`src/rtl/wave_port_dispatch.sv`:
```
// Timed wave-command queue: entries are held in FIFO order until their
// timestamp is due against the running time base. Each due entry is then
// presented to its destination port through a valid/ready handshake.
module wave_port_dispatch #(
    parameter int unsigned FIFO_AW = 2,
    parameter int unsigned PORT_AW = 4
) (
    input  logic               clk_i,
    input  logic               rst_ni,
    input  logic               clear_i,
    input  logic [31:0]        time_abs_i,
    input  logic               push_i,
    input  logic [PORT_AW-1:0] push_port_i,
    input  logic [31:0]        push_time_i,
    input  logic [167:0]       push_wave_i,
    output logic               full_o,
    output logic               empty_o,
    output logic [FIFO_AW:0]   cnt_o,
    output logic               port_vld_o,
    input  logic               port_rdy_i,
    output logic [PORT_AW-1:0] port_sel_o,
    output logic [167:0]       port_dt_o,
    output logic [15:0]        late_cnt_o,
    output logic               ovf_o
);

    localparam int unsigned DEPTH = 2 ** FIFO_AW;
    localparam int unsigned CW    = FIFO_AW + 1;
    localparam int unsigned TW    = 32;
    localparam int unsigned WW    = 168;

    typedef enum logic [1:0] {
        ST_IDLE  = 2'd0,
        ST_WAIT  = 2'd1,
        ST_ISSUE = 2'd2
    } state_t;

    state_t state;
    state_t state_nxt;

    logic [PORT_AW-1:0] port_mem [DEPTH];
    logic [TW-1:0]      time_mem [DEPTH];
    logic [WW-1:0]      wave_mem [DEPTH];

    logic [FIFO_AW-1:0] wr_ptr;
    logic [FIFO_AW-1:0] rd_ptr;

    logic [TW-1:0]      diff;
    logic               due;
    logic               late;
    logic               push_ok;
    logic               pop;
    logic               done;
    logic [CW-1:0]      cnt_nxt;

    // Head timestamp comparison, modulo 2^32 so a wrapping time base works.
    always_comb begin
        diff = time_abs_i - time_mem[rd_ptr];
        due  = ~diff[TW-1];
        late = due && (diff != '0);
    end

    // State register; clear has the same effect as reset on the sequencer.
    always_ff @(posedge clk_i) begin
        if (!rst_ni) begin
            state <= ST_IDLE;
        end else if (clear_i) begin
            state <= ST_IDLE;
        end else begin
            state <= state_nxt;
        end
    end

    // Next-state logic: wait for a queued head, issue it when due, then drain.
    always_comb begin
        state_nxt = state;
        case (state)
            ST_IDLE: begin
                if (cnt_o != '0) begin
                    state_nxt = ST_WAIT;
                end
            end
            ST_WAIT: begin
                if (pop) begin
                    state_nxt = ST_ISSUE;
                end
            end
            ST_ISSUE: begin
                if (done) begin
                    state_nxt = (cnt_o != '0) ? ST_WAIT : ST_IDLE;
                end
            end
            default: state_nxt = ST_IDLE;
        endcase
    end

    // Control strobes decoded from the current state and queue status.
    always_comb begin
        push_ok = 1'b0;
        pop     = 1'b0;
        done    = 1'b0;
        push_ok = push_i && !full_o;
        pop     = (state == ST_WAIT) && due && !empty_o;
        done    = (state == ST_ISSUE) && port_vld_o && port_rdy_i;
        cnt_nxt = cnt_o + CW'(push_ok) - CW'(pop);
    end

    // Queue storage; contents need no reset since pointers/count gate reads.
    always_ff @(posedge clk_i) begin
        if (push_ok) begin
            port_mem[wr_ptr] <= push_port_i;
            time_mem[wr_ptr] <= push_time_i;
            wave_mem[wr_ptr] <= push_wave_i;
        end
    end

    // Pointers, status flags and the registered output port.
    always_ff @(posedge clk_i) begin
        if (!rst_ni || clear_i) begin
            wr_ptr     <= '0;
            rd_ptr     <= '0;
            cnt_o      <= '0;
            empty_o    <= 1'b1;
            full_o     <= 1'b0;
            ovf_o      <= 1'b0;
            port_vld_o <= 1'b0;
            port_sel_o <= '0;
            port_dt_o  <= '0;
            late_cnt_o <= '0;
        end else begin
            if (push_ok) begin
                wr_ptr <= wr_ptr + FIFO_AW'(1);
            end
            if (push_i && full_o) begin
                ovf_o <= 1'b1;
            end
            cnt_o   <= cnt_nxt;
            empty_o <= (cnt_nxt == '0);
            full_o  <= (cnt_nxt == CW'(DEPTH));
            if (pop) begin
                rd_ptr     <= rd_ptr + FIFO_AW'(1);
                port_sel_o <= port_mem[rd_ptr];
                port_dt_o  <= wave_mem[rd_ptr];
                port_vld_o <= 1'b1;
                if (late && (late_cnt_o != 16'hFFFF)) begin
                    late_cnt_o <= late_cnt_o + 16'd1;
                end
            end else if (done) begin
                port_vld_o <= 1'b0;
            end
        end
    end

endmodule
```
`config.mk`:
```
export PLATFORM = sky130hd
export DESIGN_NAME = wave_port_dispatch
export DESIGN_NICKNAME = d
export VERILOG_FILES = /design/src/rtl/wave_port_dispatch.sv
export SDC_FILE = /design/constraint.sdc
export NUM_CORES = 1
export LEC_CHECK = 0
export ABC_AREA = 1
export CAP_MARGIN = 25
export CELL_PAD_IN_SITES_DETAIL_PLACEMENT = 0
export CELL_PAD_IN_SITES_GLOBAL_PLACEMENT = 1
export CORE_MARGIN = 8
export CORE_UTILIZATION = 49
export CTS_CLUSTER_DIAMETER = 200
export DETAILED_ROUTE_END_ITERATION = 10
export PLACE_DENSITY_LB_ADDON = 0.1
export SYNTH_ARGS = -nofsm -noshare
export SYNTH_HDL_FRONTEND = slang
export SYNTH_SLANG_ARGS = --single-unit
```
`constraint.sdc`:
```
create_clock -name clk_i -period 38 [get_ports clk_i]
set_input_delay 9.5 -clock clk_i [delete_from_list [all_inputs] [get_ports clk_i]]
set_output_delay 9.5 -clock clk_i [all_outputs]
set_load 0.02 [all_outputs]
```
==> flow_summary_export.csv <==
group,metric,value,unit
placed_design,place_hpwl,67500,µm
timing,slew_violations,0,
power_and_ir_drop,pwr_density_cell,48.0,nW/µm²
floorplan,coreArea,81700,µm²
floorplan,ios,436,
routing,drc,0,
run,max_cap_violations,0,
final_layout,fill_cells,6622,
global_route,grtUsageTotal,0.233,
synthesis,synth_warnings,0,
worst_setup_path,crit_chain,"clkdlybuf4s50_1, ha_1, nand2_1, inv_1, nand2_1, nand3_1, a21oi_1, nor2_1, nor2_1, nand2_1, nand2_1, nand2_1, inv_2, nand2_8, inv_6, buf_4, buf_4, nand3_1, nor2_1, nor2_1",
routing,viasPerCell,5.48,
clock_tree,cts_buffer_depth,3,
hold_path,min_path_type,"flop to flop",
final_layout,layout_commonest_cell,"edfxtp_1",
timing,setup_violations,0,
clock_tree,clk_latency,0.66,ns
timing,fin_crit_sh,0.389,
clock_tree,cts_tree,"built",
final_layout,stdcell_count,5068,
routing,drtPass1Iterations,7,
timing,fin_ws,23.22,ns
final_layout,area_growth,21.5,%
floorplan,initial_core_util,0.492,
final_layout,design_area,48900,µm²
timing,worst_pin_slew,1.04,ns
clock_tree,cts-resized-gates,0,
global_route,first_global_vias,27400,
global_route,grt_max_degree,154,
synthesis,ys_top_cells_by_area,"edfxtp_1, dfxtp_1, nand2_1",
routing,avgRoutedWirePerCell,21.8,µm
worst_setup_path,critical_path_class,"primary input to flop",
global_route,grt_pass1_wl,164000,µm
floorplan,dieHeight,303,µm
clock_tree,cts-root-buf,"clkbuf_16",
worst_setup_path,cp_max_fo,116,
timing,rsz0062_at_grt,"no",
timing,timing.slew.headroom,0.305,
clock_tree,postCtsHoldBufs,0,
worst_setup_path,cp_data_required_time,38.55,ns
timing,finalClockSkew,0.0459,ns
floorplan,die_x,303,µm
timing,clock.fmax,0.0676,GHz
final_layout,final_nets,4169,
clock_tree,cts_num_sinks,1019,
synthesis,synth_area,40200,µm²
power_and_ir_drop,ir_drop,0.0385,mV
synthesis,synth-seq-cells,1019,
placed_design,portBuffers,435,
synthesis,synth_fp_nets,3789,
power_and_ir_drop,p_leak,16.8,nW
global_route,antenna_found_initial,26,
worst_setup_path,crit_top_cell,"nand2_1",
floorplan,rows,105,
timing,finalSetupTns,0,ns
routing,ant_nets,0,
routing,drt_iter0_drc,1871,
synthesis,synth_top_area_frac,0.609,
global_route,grt.overflow.total,0,
clock_tree,post_cts_buffers,0,
placed_design,place.gp.congestion,0.873,
synthesis,synth_cell_types,37,
placed_design,dpl_cell_area,45400,µm²
synthesis,avgSynthCellArea,11.5,µm²
final_layout,most-common-layout-cells,"edfxtp_1, nand2_1, nor2_1, clkdlybuf4s50_1, o21ai_0",
floorplan,dieArea,91500,µm²
synthesis,synth_cells,3508,
clock_tree,numCtsBuffers,104,
clock_tree,cts_max_level,3,
worst_setup_path,startpoint_type,"primary input",
placed_design,place_inst,4848,
worst_setup_path,cp_slowest_stage_delay,0.79,ns
placed_design,place_ws,22.54,ns
routing,vias,27800,
timing,final_hold_viol_count,0,
synthesis,synth_largest_area_cell,"edfxtp_1",
routing,wirelength,110000,µm
worst_setup_path,crit_path_end_kind,"flop",
synthesis,yosysSeqAreaShare,0.710,
run_status,outcome,"finished, final reports clean",
final_layout,drive_above_1_share,0.0684,
clock_tree,clk_pin_slew_worst_paths,0.06,ns
worst_setup_path,arrival,15.34,ns
timing,fin_crit,14.78,ns
worst_setup_path,cpMaxStageDelayCell,"buf_4",
-- worst max-delay path: cells and delay by family --
kind,cells,cell delay (ns)
AND/OR/NAND/NOR,12,2.00
adder cells (fa/ha/maj),1,0.38
AO/OA/AOI/OAI,1,0.23
buffers and inverters,6,2.89
-- registers in the layout (all words and copies together) (netlist names), 3 cells and up, named ones only --
signal,count
cnt_o,3
late_cnt_o,16
port_dt_o,168
port_mem,16
port_sel_o,4
time_mem,128
wave_mem,672
-- final cells by class --
class / count / area (µm²) / share of cell area
flip-flops and latches: 1019 / 28600 / 0.585
multi-input cells: 2120 / 10200 / 0.208
repair buffers: 471 / 4720 / 0.0967
clock buffers: 155 / 2950 / 0.0603
well taps: 1070 / 1340 / 0.0274
inverters: 172 / 666 / 0.0136
clock inverters: 42 / 388 / 0.00794
diodes: 19 / 47.5 / 0.000973
-- stage by stage --
stage | util | hold slack (ns) | power [mW]
global placement | 0.555 | 0.451 | 1.39
global route | 0.598 | 0.483 | 2.43
finish | 0.598 | 0.462 | 2.35
detailed placement | 0.555 | 0.454 | 1.39
CTS | 0.596 | 0.464 | 2.37
floorplan | - | 0.491 | 1.34
-- routing by layer --
metal	wire length, µm	GRT usage	share of wire
met4	2760	0.0691	0.025
met5	96	0	0.00087
met2	54700	0.399	0.49
met1	45500	0.296	0.41
met3	7460	0.0514	0.068
-- worst paths after layout --
| path | from | to | slack, ns | cells after the start |
|---|---|---|---|---|
| worst max-delay path | time_abs_i[17] | late_cnt_o[0] | 23.22 | 20 |
| worst min-delay path | port_dt_o[54] | port_dt_o[54] | 0.46 | 2 |
| worst max register to register | flop | late_cnt_o[0] | 30.64 | 24 |
| worst min register to register | port_dt_o[54] | port_dt_o[54] | 0.46 | 2 |
-- synthesized netlist by cell type --
master	instances
edfxtp_1	816
nand2_1	676
nor2_1	454
o21ai_0	361
a21oi_1	206
dfxtp_1	203
o22ai_1	173
inv_1	164
clkbuf_1	147
nand3_1	66
ha_1	38
nand2_2	34
a21oi_2	30
buf_2	30
a32o_1	29
nand4_1	22
buf_6	11
inv_2	7
buf_1	6
nor3_1	6
xor2_1	4
nand3b_1	3
nor3_2	3
o21bai_1	3
a31oi_1	2
buf_4	2
fa_1	2
a32oi_1	1
and3_1	1
buf_12	1
clkinv_1	1
nand4_2	1
nor2_2	1
nor4_1	1
o22a_1	1
o311ai_0	1
xnor2_1	1
-- kinds of logic (layout without fill, tap and decap cells) --
family | after synthesis | after routing | synth area share
AO/OA/AOI/OAI | 807 | 807 | 0.113
XOR/XNOR | 5 | 5 | 0.00109
adder cells (fa/ha/maj) | 40 | 40 | 0.0128
buffers and inverters | 369 | 840 | 0.0380
flip-flops | 1019 | 1019 | 0.710
other | 0 | 19 | 0
AND/OR/NAND/NOR | 1268 | 1268 | 0.125
-- report_power, final --
part | internal [mW] | total [mW] | switching, mW
combinational | 0.0492 | 0.131 | 0.0813
sequential | 1.23 | 1.24 | 0.00623
clock | 0.560 | 0.976 | 0.416
total | 1.84 | 2.35 | 0.503
Note: power is estimated with default switching activity, not from simulation.
